<file path="config.mk">
export PLATFORM = sky130hd
export DESIGN_NAME = register_file
export DESIGN_NICKNAME = d
export VERILOG_FILES = /design/src/rtl/regfile_pkg.sv /design/src/rtl/regfile_read_port.sv /design/src/rtl/register_file.sv
export SDC_FILE = /design/constraint.sdc
export NUM_CORES = 1
export LEC_CHECK = 0
export BUFFER_PORTS_ARGS = -buffer_cell sky130_fd_sc_hd__buf_2
export CAP_MARGIN = 20
export CORE_MARGIN = 2
export CORE_UTILIZATION = 40
export DETAILED_ROUTE_END_ITERATION = 8
export MAX_ROUTING_LAYER = met4
export PLACE_DENSITY = 0.61
export SYNTH_ARGS = -nofsm -noshare
export SYNTH_HDL_FRONTEND = slang
export SYNTH_SLANG_ARGS = --single-unit
export TNS_END_PERCENT = 100
</file>
<file path="constraint.sdc">
create_clock -name clk -period 4.8 [get_ports clk]
set_clock_uncertainty 0.2 [all_clocks]
set_input_delay 0.48 -clock clk [delete_from_list [all_inputs] [get_ports clk]]
set_output_delay 0.48 -clock clk [all_outputs]
set_load 0.02 [all_outputs]
</file>
<file path="src/rtl/regfile_pkg.sv">
// Shared widths and types for the general-purpose register file.
package regfile_pkg;
   localparam int REG_DATA_W = 32;
   localparam int REG_ADDR_W = 4;
   localparam int REG_COUNT  = 16;

   typedef logic [REG_ADDR_W-1:0] reg_addr_t;
   typedef logic [REG_DATA_W-1:0] reg_data_t;
endpackage

</file>
<file path="src/rtl/regfile_read_port.sv">
// One combinational read port of the register file.
// With REGFILE_BYPASS_EN defined, a same-address write in flight is forwarded.
module regfile_read_port
   import regfile_pkg::*;
#(
   parameter int DATA_W = REG_DATA_W,
   parameter int ADDR_W = REG_ADDR_W,
   parameter int DEPTH  = 2**ADDR_W
) (
   input  logic [DEPTH-1:0][DATA_W-1:0] mem,
   input  logic [ADDR_W-1:0]            ra,
`ifdef REGFILE_BYPASS_EN
   input  logic                         rst_n,
   input  logic                         we,
   input  logic [ADDR_W-1:0]            wa,
   input  logic [DATA_W-1:0]            wd,
`endif
   output logic [DATA_W-1:0]            rd
);

`ifdef REGFILE_BYPASS_EN
   // Reset gates forwarding so outputs read zero while the array is cleared.
   always_comb begin
      rd = mem[ra];
      if (rst_n && we && (wa == ra)) rd = wd;
   end
`else
   always_comb begin
      rd = mem[ra];
   end
`endif

endmodule

</file>
<file path="src/rtl/register_file.sv">
// 16 x 32 register file: two async read ports, one sync write port.
// Optional write-through forwarding with REGFILE_BYPASS_EN.
module register_file
   import regfile_pkg::*;
#(
   parameter int DATA_W = REG_DATA_W,
   parameter int ADDR_W = REG_ADDR_W
) (
   input  logic              clk,
   input  logic              rst_n,
   input  logic              we3,
   input  logic [ADDR_W-1:0] ra1,
   input  logic [ADDR_W-1:0] ra2,
   input  logic [ADDR_W-1:0] wa3,
   input  logic [DATA_W-1:0] wd3,
   output logic [DATA_W-1:0] rd1,
   output logic [DATA_W-1:0] rd2
);

   localparam int DEPTH = 2**ADDR_W;
   localparam int NPORT = 2;

   logic [DEPTH-1:0][DATA_W-1:0] mem;
   logic [DEPTH-1:0]             wsel;
   logic [NPORT-1:0][ADDR_W-1:0] ra_v;
   logic [NPORT-1:0][DATA_W-1:0] rd_v;

   always_comb begin
      wsel = '0;
      for (int i = 0; i < DEPTH; i++)
         wsel[i] = we3 && (wa3 == ADDR_W'(i));
   end

   // Entry 0 is ordinary storage; nothing is hardwired.
   always_ff @(posedge clk or negedge rst_n) begin
      if (!rst_n) begin
         mem <= '0;
      end else begin
         for (int i = 0; i < DEPTH; i++)
            if (wsel[i]) mem[i] <= wd3;
      end
   end

   assign ra_v = {ra2, ra1};

   for (genvar p = 0; p < NPORT; p++) begin : g_rp
      regfile_read_port #(
         .DATA_W (DATA_W),
         .ADDR_W (ADDR_W),
         .DEPTH  (DEPTH)
      ) u_rp (
         .mem   (mem),
         .ra    (ra_v[p]),
`ifdef REGFILE_BYPASS_EN
         .rst_n (rst_n),
         .we    (we3),
         .wa    (wa3),
         .wd    (wd3),
`endif
         .rd    (rd_v[p])
      );
   end

   assign rd1 = rd_v[0];
   assign rd2 = rd_v[1];

endmodule

</file>
# Yosys cells after proc, flatten, opt, wreduce, memory -nomap -nowiden
# Cells that the tools add are included.
# totals
reg_bits	512
inputBits	47
output_inout_bits	64
wordCells	54
# classes
magnitude_cmp	2
n_eq_ne	15
mux	4
reduce_logical	17
# op_table
operator	n
$bmux W32 S4	2
$mux W32	2
$eq A4 B4 Y1 const B	8
$eq A4 B3 Y1 const B	4
$logic_and A1 B1 Y1	16
$lt A4 B5 Y1 const B	2
$eq A4 B2 Y1 const B	2
$eq A4 B1 Y1 const B	1
$logic_not A4 Y1	1

# Depth between registers and ports, before layout
# logic_depth
ltp_word	2
mapped_depth	6

# Modules after synthesis
# A second synthesis with hierarchy kept.
# unflattened
cells_unflattened	1676
area_unflattened_um2	26544.2
# modules_own_cells
mod	instances	cells_each	area_each_um2	seq_area_each_um2
register_file	1	1134	19087.1	12812.3
regfile_read_port	2	271	3728.6	0.0

# Least setup slack after synthesis
# OpenSTA, ideal clock, no wires.
# synth_path
kind	input to output
startpoint	input port ra1[0]
endpoint	output port rd1[11]
arrival_time_ns	1.882
required_ns	4.120
path_slack_ns	2.238
stages	5
cell_sequence	buf_2 -> buf_2 -> mux4_2 -> a22oi_1 -> nand2_1
# synth_between
elab_chain_len	2
# synth_lines
element	line_no	source
start: declaration	register_file.sv:12	input logic [ADDR_W-1:0] ra1,
$bmux W32 S4	regfile_read_port.sv:29	rd = mem[ra];
$mux W32 (not written as such)	regfile_read_port.sv:29	
end: declaration	register_file.sv:16	output logic [DATA_W-1:0] rd1,
# Every way passes these cells. The select of a mux whose other input is x is not followed.

# Worst setup path after layout
# layout_path
startpoint	input port ra2[0]
endpoint	output port rd2[10]
# layout_between
elab_chain_len	2
# layout_lines
element	line_no	source
start: declaration	register_file.sv:13	input logic [ADDR_W-1:0] ra2,
$bmux W32 S4	regfile_read_port.sv:29	
$mux W32 (not written as such)	regfile_read_port.sv:29	
end: declaration	register_file.sv:17	output logic [DATA_W-1:0] rd2
# Every way passes these cells. The select of a mux whose other input is x is not followed.

==> out/qor.yml <==
drt_wl_total_um: 74200
grt_pass1_vias: 17300
yosysSeqAreaShare_pct: 48.4
synth_cells: 1676
leakage_nw: 12.6
whs_ps: 109
min_period_ps: 3250
synth_top_area_share_pct: 48.4
synth_area_per_cell_um2: 15.8
die_h_um: 261
drv_cap: 0
cts_tree: "yes"
post_drt_via_cell_ratio: 6.15
core-area_um2: 65600
wire_per_inst_um: 28.1
fin_cells: 2642
cts-buffers-inserted: 57
ys_types: 19
syn_to_final_growth_pct: 14.2
fin_tns_setup_ps: 0
die-area_um2: 68200
relSlewSlack_pct: 33.8
path_class: "input pin to output pin"
num_rows: 94
synth_nets: 1723
gr-total-overflow: 0
place_hpwl_um: 43700
clock_latency_ps: 590
place.gp.congestion: 0.776
period_share_pct: 67.7
crit_required_ps: 4120
rsz0062_at_grt: "false"
tritoncts_num_sinks: 512
cp-start-kind: "input pin"
min_path_type: "input pin to flop"
synth_area_leaders: "dfrtp_1 48%, mux4_2 22%, mux2_2 21%"
grtUsageTotal_pct: 23.0
pwr-share-seq_pct: 42.9
synth_warnings: 0
net-switching-power_w: 0.00378
nNetsFinal: 1774
grt_pass1_wl_um: 113000
fin_util_pct: 46.1
reg_top3: "mem x512"
cts.htree.levels: 2
reg2reg_slack_ps: 3790
yosysTopAreaCell: "dfrtp_1"
io_pins: 111
crit_fanout: 55
final_hold_viol_count: 0
combPwrFrac_pct: 22.0
antenna_found_initial: 4
p_int_w: 0.0103
drv_slew: 0
port-buffer-count: 110
power_density_nw_per_um2: 466
ctsLongestPathBuffers: 3
setup_viol: 0
path_clk_slew_ps: 60
vias: 16300
drt_iter0_markers: 1143
clockRootBuffer: "clkbuf_16"
tightest_slew_ps: 993
synth-seq-cells: 512
synthFlopType: "dfrtp_1"
ir_drop_v: 0.000274
initial_core_util_pct: 40.3
synth_commonest_cells: "512 x dfrtp_1, 503 x mux2_2, 256 x mux4_2"
largest_register: "mem"
max_freq_mhz: 308
cp_data_arrival_time_ps: 2570
async_flop_share_pct: 100
largest_register_ffs: 512
clockPowerShare_pct: 35.1
synth.most_common_cell: "dfrtp_1"
status: "finished, final reports clean"
drtAntennaViolNets: 0
crit_path_end_kind: "output pin"
drc_errors: 0
synth_edf_count: 0
grt_max_degree: 113
dp_cells: 2530
first_pass_iters: 5
drive_gt1_share_pct: 58.9
syn_area_um2: 26500
switching_share_pct: 26.8
die_width_um: 261
power groups by stage:
stage | clock, W | combinational [W] | sequential (W)
2_1_floorplan | 0 | 0.00241 | 0.00585
3_3_place_gp | 0 | 0.00304 | 0.00602
3_5_place_dp | 0 | 0.00312 | 0.00610
4_1_cts | 0.00504 | 0.00313 | 0.00603
5_1_grt | 0.00523 | 0.00334 | 0.00619
6_report | 0.00495 | 0.00311 | 0.00604
cell usage in the layout (no fill, tap or decap), types with 2 or more instances in the layout:
cell       Yosys  layout
a22oi_1      128     128
and2_2         0       2
buf_12         0       9
buf_2         72     105
buf_4          1      43
buf_6          0       2
buf_8          0       3
bufinv_16      0      12
clkbuf_1      95       7
clkbuf_16      0      58
clkbuf_8       0      18
clkinv_2       0       9
dfrtp_1      512     512
diode_2        0       4
mux2_1         9       9
mux2_2       503     503
mux4_2       256     256
nand2_1       66      65
nand2b_1       3       2
nand3b_1       3       3
nor2_4         0      11
nor2b_4        0       4
or3_2          0       3
repair_timing:
item                                   CTS  global route
endpoints found under the hold margin   91             0
setup buffers                            0             0
resized for setup                        0             0
hold buffers                             1             0
worst max-delay path, cell delays in order:
cell     delay (ps)
buf_8           500
buf_4           420
mux4_2          540
a22oi_1         240
nand2_1         130
buf_2           180
metal layers:
layer | share of wire [%] | vias to the layer above | GRT usage, %
met5 | 0 | - | -
met4 | 2.4 | 0 | 6.03
li1 | - | 6668 | -
met1 | 42 | 8984 | 30.2
met2 | 50 | 483 | 37.0
met3 | 5.7 | 126 | 4.37
metrics by stage:
stage	setup slack [ps]	instance area, um2	power, W
3_3_place_gp	1460	28000	0.00906
5_1_grt	1360	30200	0.0148
4_1_cts	1510	30200	0.0142
6_report	1550	30200	0.0141
3_5_place_dp	1510	28000	0.00922
2_1_floorplan	2240	26500	0.00826
cell families after synthesis:
logic type / Yosys count / synth area share [%]
buf+inv: 172 / 2.79
mux: 768 / 43.6
flops: 512 / 48.4
simple gates: 96 / 1.57
compound gates: 128 / 3.63
final cells by class:
cell class | count | area, um2
fill | 5686 | 35400
clock buffer | 83 | 1730
multi-input combinational | 992 | 13000
timing repair buffer | 164 | 1130
tap | 864 | 1080
sequential | 512 | 12800
clock inverter | 23 | 429
antenna | 4 | 10.0
worst paths after layout:
check | from | endpoint | depth (start not counted)
max | ra2[0] | rd2[10] | 6
min | wd3[6] | mem[390]$_DFFE_PN0P_ | 2
max reg2reg | mem[36]$_DFFE_PN0P_ | mem[36]$_DFFE_PN0P_ | 1
min reg2reg | mem[154]$_DFFE_PN0P_ | mem[154]$_DFFE_PN0P_ | 1
max in group asynchronous | rst_n | mem[208]$_DFFE_PN0P_ | 3
min in group asynchronous | rst_n | mem[194]$_DFFE_PN0P_ | 2
No activity file was read; power rests on OpenSTA's default activity.
